===== config.mk =====
export PLATFORM = sky130hd
export DESIGN_NAME = option_queue_sequencer
export DESIGN_NICKNAME = d
export VERILOG_FILES = /design/src/rtl/option_queue_sequencer.sv
export SDC_FILE = /design/constraint.sdc
export NUM_CORES = 1
export LEC_CHECK = 0
export BUFFER_PORTS_ARGS = -buffer_cell sky130_fd_sc_hd__buf_2
export CAP_MARGIN = 25
export CORE_ASPECT_RATIO = 1.5
export CORE_MARGIN = 4
export CORE_UTILIZATION = 27
export CTS_BUF_LIST = sky130_fd_sc_hd__clkbuf_8
export DETAILED_ROUTE_END_ITERATION = 6
export MAX_ROUTING_LAYER = met4
export PLACE_DENSITY = 0.51
export SLEW_MARGIN = 15
export SYNTH_ARGS = -nofsm -noshare
export SYNTH_HDL_FRONTEND = slang
export SYNTH_SLANG_ARGS = --single-unit

===== constraint.sdc =====
create_clock -name clk -period 4.8 [get_ports clk]
set_clock_uncertainty 0.15 [all_clocks]
set_input_delay 0.24 -clock clk [delete_from_list [all_inputs] [get_ports clk]]
set_output_delay 0.24 -clock clk [all_outputs]
set_load 0.02 [all_outputs]

===== src/rtl/option_queue_sequencer.sv =====
// Circular queue of line headers and candidate options, replayed to a line solver
// until a full pass removes nothing. Kept options are re-enqueued, rejected ones dropped.
module option_queue_sequencer #(
  parameter int SIZE  = 3,
  parameter int DEPTH = 64
) (
  input  logic                     clk,
  input  logic                     rst_n,
  input  logic                     load_valid,
  input  logic                     load_is_line,
  input  logic [SIZE-1:0]          load_data,
  output logic                     load_ready,
  input  logic                     start,
  output logic [SIZE-1:0]          option,
  output logic                     valid_op,
  input  logic                     solver_valid_out,
  input  logic                     put_back_to_FIFO,
  output logic [$clog2(DEPTH):0]   count,
  output logic                     done,
  output logic                     solved,
  output logic                     overflow
);

  // state | meaning
  // LOAD  | accepting entries from the loader
  // ISSUE | head entry presented to the solver this cycle
  // GAP   | idle cycle after a header so the solver can switch lines
  // WAIT  | holding an option until the solver returns its verdict
  // DONE  | pass finished with no removals; absorbing until reset
  localparam logic [2:0] LOAD  = 3'd0;
  localparam logic [2:0] ISSUE = 3'd1;
  localparam logic [2:0] GAP   = 3'd2;
  localparam logic [2:0] WAIT  = 3'd3;
  localparam logic [2:0] DONE  = 3'd4;

  localparam int AW = $clog2(DEPTH);
  localparam int CW = AW + 1;
  localparam logic [CW-1:0] FULL      = CW'(DEPTH);
  localparam logic [CW-1:0] SOLVE_CNT = CW'(4 * SIZE);

  logic [SIZE:0]     mem_q [DEPTH];
  logic [2:0]        state_q, state_d;
  logic [AW-1:0]     rd_q, rd_d, wr_q, wr_d;
  logic [CW-1:0]     count_q, count_d, pass_q, pass_d, removed_q, removed_d;
  logic [SIZE-1:0]   hold_q, hold_d;
  logic              done_q, done_d, solved_q, solved_d, overflow_q, overflow_d;
  logic              wr_en, pass_end;
  logic [SIZE:0]     wr_data, head;

  assign head       = mem_q[rd_q];
  assign load_ready = (state_q == LOAD) && (count_q != FULL);
  assign valid_op   = (state_q == ISSUE);
  assign option     = (state_q == ISSUE) ? head[SIZE-1:0] : '0;
  assign count      = count_q;
  assign done       = done_q;
  assign solved     = solved_q;
  assign overflow   = overflow_q;

  always_comb begin
    state_d    = state_q;
    rd_d       = rd_q;
    wr_d       = wr_q;
    count_d    = count_q;
    pass_d     = pass_q;
    removed_d  = removed_q;
    hold_d     = hold_q;
    done_d     = done_q;
    solved_d   = solved_q;
    overflow_d = overflow_q;
    wr_en      = 1'b0;
    wr_data    = '0;
    pass_end   = 1'b0;
    case (state_q)
      LOAD: begin
        if (load_valid) begin
          if (count_q != FULL) begin
            wr_en   = 1'b1;
            wr_data = {load_is_line, load_data};
            wr_d    = wr_q + AW'(1);
            count_d = count_q + CW'(1);
          end else begin
            overflow_d = 1'b1;
          end
        end
        if (start) begin
          if (count_d == '0) begin
            state_d = DONE;
            done_d  = 1'b1;
          end else begin
            state_d   = ISSUE;
            pass_d    = count_d;
            removed_d = '0;
          end
        end
      end
      ISSUE: begin
        rd_d   = rd_q + AW'(1);
        pass_d = pass_q - CW'(1);
        if (head[SIZE]) begin
          wr_en   = 1'b1;
          wr_data = head;
          wr_d    = wr_q + AW'(1);
          state_d = GAP;
        end else begin
          hold_d  = head[SIZE-1:0];
          count_d = count_q - CW'(1);
          state_d = WAIT;
        end
      end
      GAP:  pass_end = 1'b1;
      WAIT: begin
        if (solver_valid_out) begin
          if (put_back_to_FIFO) begin
            wr_en   = 1'b1;
            wr_data = {1'b0, hold_q};
            wr_d    = wr_q + AW'(1);
            count_d = count_q + CW'(1);
          end else begin
            removed_d = removed_q + CW'(1);
          end
          pass_end = 1'b1;
        end
      end
      default: ;
    endcase

    if (pass_end) begin
      if (pass_q != '0) begin
        state_d = ISSUE;
      // An emptied queue (no headers left) cannot be replayed, so it also terminates.
      end else if (removed_d == '0 || count_d == '0) begin
        state_d  = DONE;
        done_d   = 1'b1;
        solved_d = (count_d == SOLVE_CNT);
      end else begin
        state_d   = ISSUE;
        pass_d    = count_d;
        removed_d = '0;
      end
    end
  end

  always_ff @(posedge clk) begin
    if (wr_en) mem_q[wr_q] <= wr_data;
  end

  always_ff @(posedge clk or negedge rst_n) begin
    if (!rst_n) begin
      state_q    <= LOAD;
      rd_q       <= '0;
      wr_q       <= '0;
      count_q    <= '0;
      pass_q     <= '0;
      removed_q  <= '0;
      hold_q     <= '0;
      done_q     <= 1'b0;
      solved_q   <= 1'b0;
      overflow_q <= 1'b0;
    end else begin
      state_q    <= state_d;
      rd_q       <= rd_d;
      wr_q       <= wr_d;
      count_q    <= count_d;
      pass_q     <= pass_d;
      removed_q  <= removed_d;
      hold_q     <= hold_d;
      done_q     <= done_d;
      solved_q   <= solved_d;
      overflow_q <= overflow_d;
    end
  end

endmodule


==> results of run 1 <==
==> state kept, by name, summed over array words and instances, names as in the netlist <==
register and count:
mem_q 256, count 7, pass_q 7, removed_q 7
rd_q 6, wr_q 6, hold_q 3, state_q 3
done 1, overflow 1, solved 1
==> cell type report <==
cell class,count,area (um2),share of cell area (%)
antenna,1,2.50,0.0163
clock buffer,45,619,4.04
sequential,298,8740,57.1
tap,656,821,5.36
timing repair buffer,84,663,4.33
clock inverter,31,156,1.02
inverter,19,71.3,0.466
multi-input combinational,495,4240,27.7
==> final timing paths <==
check                            startpoint            to  slack (ns)  cells past startpoint
min                                   rst_n      overflow        0.04                      2
max reg2reg                         rd_q[1]     pass_q[4]        0.44                      9
max in group asynchronous             rst_n       rd_q[0]        3.92                      3
min reg2reg                        overflow      overflow        0.33                      1
max                                 rd_q[1]     pass_q[4]        0.44                      9
min in group clk           put_back_to_FIFO  removed_q[2]        0.07                      5
==> logic make-up after synthesis <==
group	synth area share, %
simple gates	9.33
buf+inv	2.13
flops	65.9
mux	14.4
fa+ha+maj	0.642
compound gates	6.30
xor+xnor	1.26
==> stage by stage <==
| stage | std cells | setup slack, ns | area [um2] | power (mW) | utilization [%] |
|---|---|---|---|---|---|
| floorplan | 861 | 0.738 | 13300 | 2.86 | - |
| global placement | 1547 | 0.383 | 14500 | 2.89 | 29.7 |
| detailed placement | 1547 | 0.347 | 14500 | 2.89 | 29.7 |
| CTS | 1627 | 0.336 | 15300 | 4.77 | 31.4 |
| global route | 1629 | 0.196 | 15300 | 4.89 | 31.5 |
| finish | 1629 | 0.437 | 15300 | 4.71 | 31.5 |
==> synthesized netlist by cell type, drive strengths merged (5+ instances only) <==
| library cell | n |
|---|---|
| nand4 | 10 |
| buf | 18 |
| nand3b | 10 |
| nand2b | 5 |
| a211oi | 6 |
| dfrtp | 42 |
| mux2 | 8 |
| xor2 | 6 |
| ha | 6 |
| xnor2 | 13 |
| a31oi | 7 |
| o22ai | 7 |
| nor3 | 18 |
| or3 | 9 |
| and2 | 5 |
| edfxtp | 256 |
| a21oi | 22 |
| inv | 19 |
| mux2i | 8 |
| o21ai | 19 |
| nor4 | 5 |
| nand2 | 54 |
| o21a | 5 |
| nand3 | 20 |
| a21o | 5 |
| clkbuf | 31 |
| nor2 | 104 |
| mux4 | 77 |
==> worst max-delay path: cells and delay by family (launching register included) <==
| family | cells | cell delay (ns) |
|---|---|---|
| AOI/OAI and AO/OA | 4 | 1.29 |
| buffers and inverters | 1 | 0.27 |
| DFF | 1 | 0.67 |
| muxes | 2 | 1.00 |
| and+or+nand+nor | 2 | 0.87 |
==> power groups by stage <==
stage | combinational, mW | sequential [mW] | clock, mW
2_1_floorplan | 0.0248 | 2.83 | 0
3_3_place_gp | 0.0476 | 2.84 | 0
3_5_place_dp | 0.0470 | 2.84 | 0
4_1_cts | 0.0498 | 2.78 | 1.93
5_1_grt | 0.0566 | 2.78 | 2.05
6_report | 0.0528 | 2.78 | 1.87
==> repair_timing <==
item,4_1_cts,5_1_grt
hold endpoints to repair,45,0
resized for setup,0,0
hold buffers,4,0
==> layer usage <==
metal  up-vias  GRT usage (%)  routed length, um
li1       3559              -                  -
met1      4050           14.2              12800
met2       218           24.8              19100
met3        86           1.84               1220
met4         0           5.53               1400
met5         -              -                  0
==> impl_metrics.env, run 1 <==
export IMPL_setup_violations=0
export IMPL_synth_edff_count=256
export IMPL_hp_class="in -> async"
export IMPL_cp_end_kind="flop"
export IMPL_grt_usage_pct=13.4
export IMPL_p_clk_share_pct=39.8
export IMPL_ctsRootBufferMaster="clkbuf_8"
export IMPL_antenna_left=0
export IMPL_p_leak_nw=4.19
export IMPL_die_w_um=189
export IMPL_grt_pass1_vias=8249
export IMPL_start_util_pct=27.2
export IMPL_slew_viol_final=0
export IMPL_cts_tree="yes"
export IMPL_die_area_um2=52800
export IMPL_holdWs_ns=0.0447
export IMPL_synth_top_area_cell="edfxtp_1"
export IMPL_cts_buffers_inserted=43
export IMPL_cts_sinks=298
export IMPL_yosys_top_cells_area="edfxtp_1, mux4_2, dfrtp_1"
export IMPL_switching_share_pct=21.1
export IMPL_synthCells=861
export IMPL_ys_seq_elements=298
export IMPL_min_period_over_period_pct=90.9
export IMPL_yosysSeqAreaShare_pct=65.9
export IMPL_grt_pass1_wl_um=52300
export IMPL_drc=0
export IMPL_vias_per_cell=4.86
export IMPL_syn_area_um2=13300
export IMPL_core_area_um2=48700
export IMPL_place_congestion=0.919
export IMPL_overflow=0
export IMPL_synth_area_per_cell_um2=15.4
export IMPL_cp_start_kind="flop"
export IMPL_synth_cell_types=74
export IMPL_status="finished clean"
export IMPL_tightest_slew_ns=0.876
export IMPL_clk_path_buf_depth=3
export IMPL_fillers=4744
export IMPL_syn_nets=877
export IMPL_critPathMaxStageDelay_ns=0.67
export IMPL_critPathKind="reg -> reg"
export IMPL_synth_main_ff_cell="edfxtp_1"
export IMPL_internal_power_mw=3.72
export IMPL_tns_ns=0
export IMPL_peakVddDrop_uv=139
export IMPL_grt_antenna_before_repair=1
export IMPL_numPortBuffers=24
export IMPL_ys_warn_count=0
export IMPL_fp_row_count=99
export IMPL_period_needed_ns=4.36
export IMPL_rsz0062_at_grt="no"
export IMPL_p_comb_share_pct=1.1
export IMPL_die_height_um=279
export IMPL_htree_num_levels=2
export IMPL_final_common_cell="edfxtp_1"
export IMPL_crit_arrival_ns=4.65
export IMPL_drive_gt1_share_pct=24.3
export IMPL_synth_top_area_share_pct=58.0
export IMPL_num_vias=7913
export IMPL_routed_wl_um=34600
export IMPL_cts_setup_buffers=0
export IMPL_async_flop_share_pct=14.1
export IMPL_grt_max_degree=65
export IMPL_worstPathRequired_ns=5.09
export IMPL_cp_cell_sequence="buf_12 > mux4_1 > a221oi_1 > a32oi_1 > nor4b_1 > a211oi_1 > nor4_4 > a31oi_4 > mux2_4"
export IMPL_cts_clk_slew_worst_paths_ns=0.07
export IMPL_final_cell_mix="edfxtp_1, nor2_1, mux4_2"
export IMPL_clock_latency_ns=0.57
export IMPL_switchingPower_mw=0.993
export IMPL_p_per_area_nw_per_um2=308
export IMPL_slowest_stage="dfrtp_2"
export IMPL_first_iter_violations=519
export IMPL_worstPathMaxFanout=22
export IMPL_post_drt_wl_per_cell_um=21.2
export IMPL_drt_pass1_iter_count=6
export IMPL_syn_to_final_growth_pct=15.5
export IMPL_final_nets=957
export IMPL_post_dp_hpwl_um=24200
export IMPL_io_pins=25
export IMPL_max_freq_mhz=229
export IMPL_maxCapViolCount=0
export IMPL_seqPwrFrac_pct=59.1
export IMPL_relSlewSlack_pct=41.6
export IMPL_hold_viol=0
Power figures use the tool's default switching activity.
==> run 2, diff against run 1 <==
--- a/config.mk
+++ b/config.mk
@@ -5,15 +5,15 @@
 export SDC_FILE = /design/constraint.sdc
 export NUM_CORES = 1
 export LEC_CHECK = 0
-export BUFFER_PORTS_ARGS = -buffer_cell sky130_fd_sc_hd__buf_2
+export BUFFER_PORTS_ARGS = -buffer_cell sky130_fd_sc_hd__buf_4
 export CAP_MARGIN = 25
 export CORE_ASPECT_RATIO = 1.5
 export CORE_MARGIN = 4
-export CORE_UTILIZATION = 27
+export CORE_UTILIZATION = 40
 export CTS_BUF_LIST = sky130_fd_sc_hd__clkbuf_8
 export DETAILED_ROUTE_END_ITERATION = 6
 export MAX_ROUTING_LAYER = met4
-export PLACE_DENSITY = 0.51
+export PLACE_DENSITY = 0.65
 export SLEW_MARGIN = 15
 export SYNTH_ARGS = -nofsm -noshare
 export SYNTH_HDL_FRONTEND = slang
==> impl_metrics.env, run 2 (synthesis results as in run 1) <==
export IMPL_final_cell_mix="edfxtp_1, nor2_1, mux4_2"
export IMPL_max_freq_mhz=233
export IMPL_worstRegToRegCells=8
export IMPL_maxCapViolCount=0
export IMPL_vias_per_cell=5.90
export IMPL_rr_endpoint="pass_q[4]"
export IMPL_tightest_slew_ns=0.919
export IMPL_hp_class="in -> reg"
export IMPL_final_util_pct=46.0
export IMPL_min_period_over_period_pct=89.6
export IMPL_critPathMaxStageDelay_ns=0.94
export IMPL_post_drt_wl_per_cell_um=23.8
export IMPL_cts_buffers_inserted=43
export IMPL_overflow=0
export IMPL_slew_viol_final=0
export IMPL_post_dp_hpwl_um=21800
export IMPL_p_leak_nw=4.13
export IMPL_regMostFlops="mem_q"
export IMPL_n_antenna_cell=0
export IMPL_core_area_um2=32600
export IMPL_drive_gt1_share_pct=22.9
export IMPL_worstHoldPathCells=5
export IMPL_cp_cell_sequence="mux4_1 > a221oi_1 > a32oi_1 > nor4_1 > a21oi_1 > nor4_4 > a31oi_4 > mux2_4"
export IMPL_worstPathMaxFanout=32
export IMPL_grt_usage_pct=18.7
export IMPL_hp_start="put_back_to_FIFO"
export IMPL_final_nets=940
export IMPL_r2r_start="rd_q[1]"
export IMPL_antenna_left=0
export IMPL_slowest_stage="dfrtp_2"
export IMPL_r2r_setup_slack_ns=0.50
export IMPL_critPathKind="reg -> reg"
export IMPL_numPortBuffers=24
export IMPL_syn_to_final_growth_pct=13.3
export IMPL_crit_arrival_ns=4.58
export IMPL_fp_row_count=81
export IMPL_worstPathRequired_ns=5.08
export IMPL_drt_pass1_iter_count=5
export IMPL_cts_tree="yes"
export IMPL_grt_pass1_vias=8283
export IMPL_p_per_area_nw_per_um2=333
export IMPL_routed_wl_um=32600
export IMPL_die_area_um2=36200
export IMPL_drc=0
export IMPL_largest_reg_flops=256
export IMPL_cp_end_kind="flop"
export IMPL_cp_start_kind="flop"
export IMPL_critPathTopFamily="compound AO/OA/AOI/OAI gates"
export IMPL_ctsRootBufferMaster="clkbuf_8"
export IMPL_cts_resized=0
export IMPL_grt_pass1_wl_um=50300
export IMPL_period_needed_ns=4.30
export IMPL_clock_latency_ns=0.55
export IMPL_rsz0062_at_grt="no"
export IMPL_cts_clk_slew_worst_paths_ns=0.07
export IMPL_setup_violations=0
export IMPL_relSlewSlack_pct=38.7
export IMPL_die_w_um=157
export IMPL_htree_num_levels=2
export IMPL_path_buf_inv=0
export IMPL_io_pins=25
export IMPL_grt_max_degree=65
export IMPL_start_util_pct=40.6
export IMPL_hold_viol=0
export IMPL_die_height_um=231
export IMPL_cts_sinks=298
export IMPL_status="finished clean"
export IMPL_num_vias=8067
export IMPL_place_congestion=0.918
export IMPL_min_to="removed_q[2]"
export IMPL_final_common_cell="edfxtp_1"
export IMPL_grt_antenna_before_repair=0
export IMPL_tns_ns=0
export IMPL_peakVddDrop_uv=148
export IMPL_clk_path_buf_depth=3
export IMPL_first_iter_violations=652
## run 2: changes by cell type in the layout (fill, tap and decap cells not counted)
cell	before	now
buf_12	5	1
buf_4	50	61
diode_2	1	0
clkinv_2	4	2
inv_2	3	0
bufinv_16	1	7
clkbuf_8	45	43
inv_1	27	25
buf_2	24	0
clkinv_1	13	14
## run 2: worst max-delay path by stage
stage	slack, ns	startpoint	end	cells after the start
after CTS	0.44	rd_q[2]	pass_q[4]	9
after global routing	0.34	rd_q[1]	pass_q[4]	8
final	0.50	rd_q[1]	pass_q[4]	8
after detailed placement	0.47	rd_q[2]	pass_q[4]	9
after global placement	0.41	rd_q[2]	pass_q[4]	9
after floorplan	0.74	rd_q[0]	mem_q[0][0]	8
## run 2: metal layers
layer	part of all wire, %	GRT usage, %
met5	0	-
met4	5.4	9.66
met3	5.3	2.14
met2	53	32.1
met1	37	21.6
## run 2: final cells by class
class	instances	area [um2]
repair buffers	67	546
flip-flops and latches	298	8740
fillers	2802	17600
well taps	415	519
clock inverters	31	312
clock buffers	43	592
multi-input cells	495	4240
inverters	19	71.3
## run 2: where the power goes
part	total [mW]	internal (mW)	switching, mW
sequential	2.78	2.78	0.00560
clock	2.17	1.21	0.952
combinational	0.0561	0.0195	0.0366
total	5.00	4.01	0.994
## run 2: stage by stage
step                hold slack, ns  area (um2)  power, mW  setup WS [ns]  instances
finish                      0.0490       15000       5.00          0.501       1368
global route                0.0487       15000       5.17          0.343       1368
CTS                        0.00741       15000       5.05          0.442       1367
detailed placement           0.133       14000       2.89          0.469       1289
global placement             0.123       14000       2.89          0.409       1289
floorplan                   -0.206       13300       2.86          0.738        861
## run 2: timing repair
action                                 CTS  global route
hold buffers                             4             0
buffers inserted                         0             0
endpoints found under the hold margin   47             0
## run 2: worst min-delay path, cell delays in order
cell	delay (ns)
buf_4	0.14
nor3b_1	0.07
xor2_1	0.15
nand2_1	0.06
nor2_1	0.04
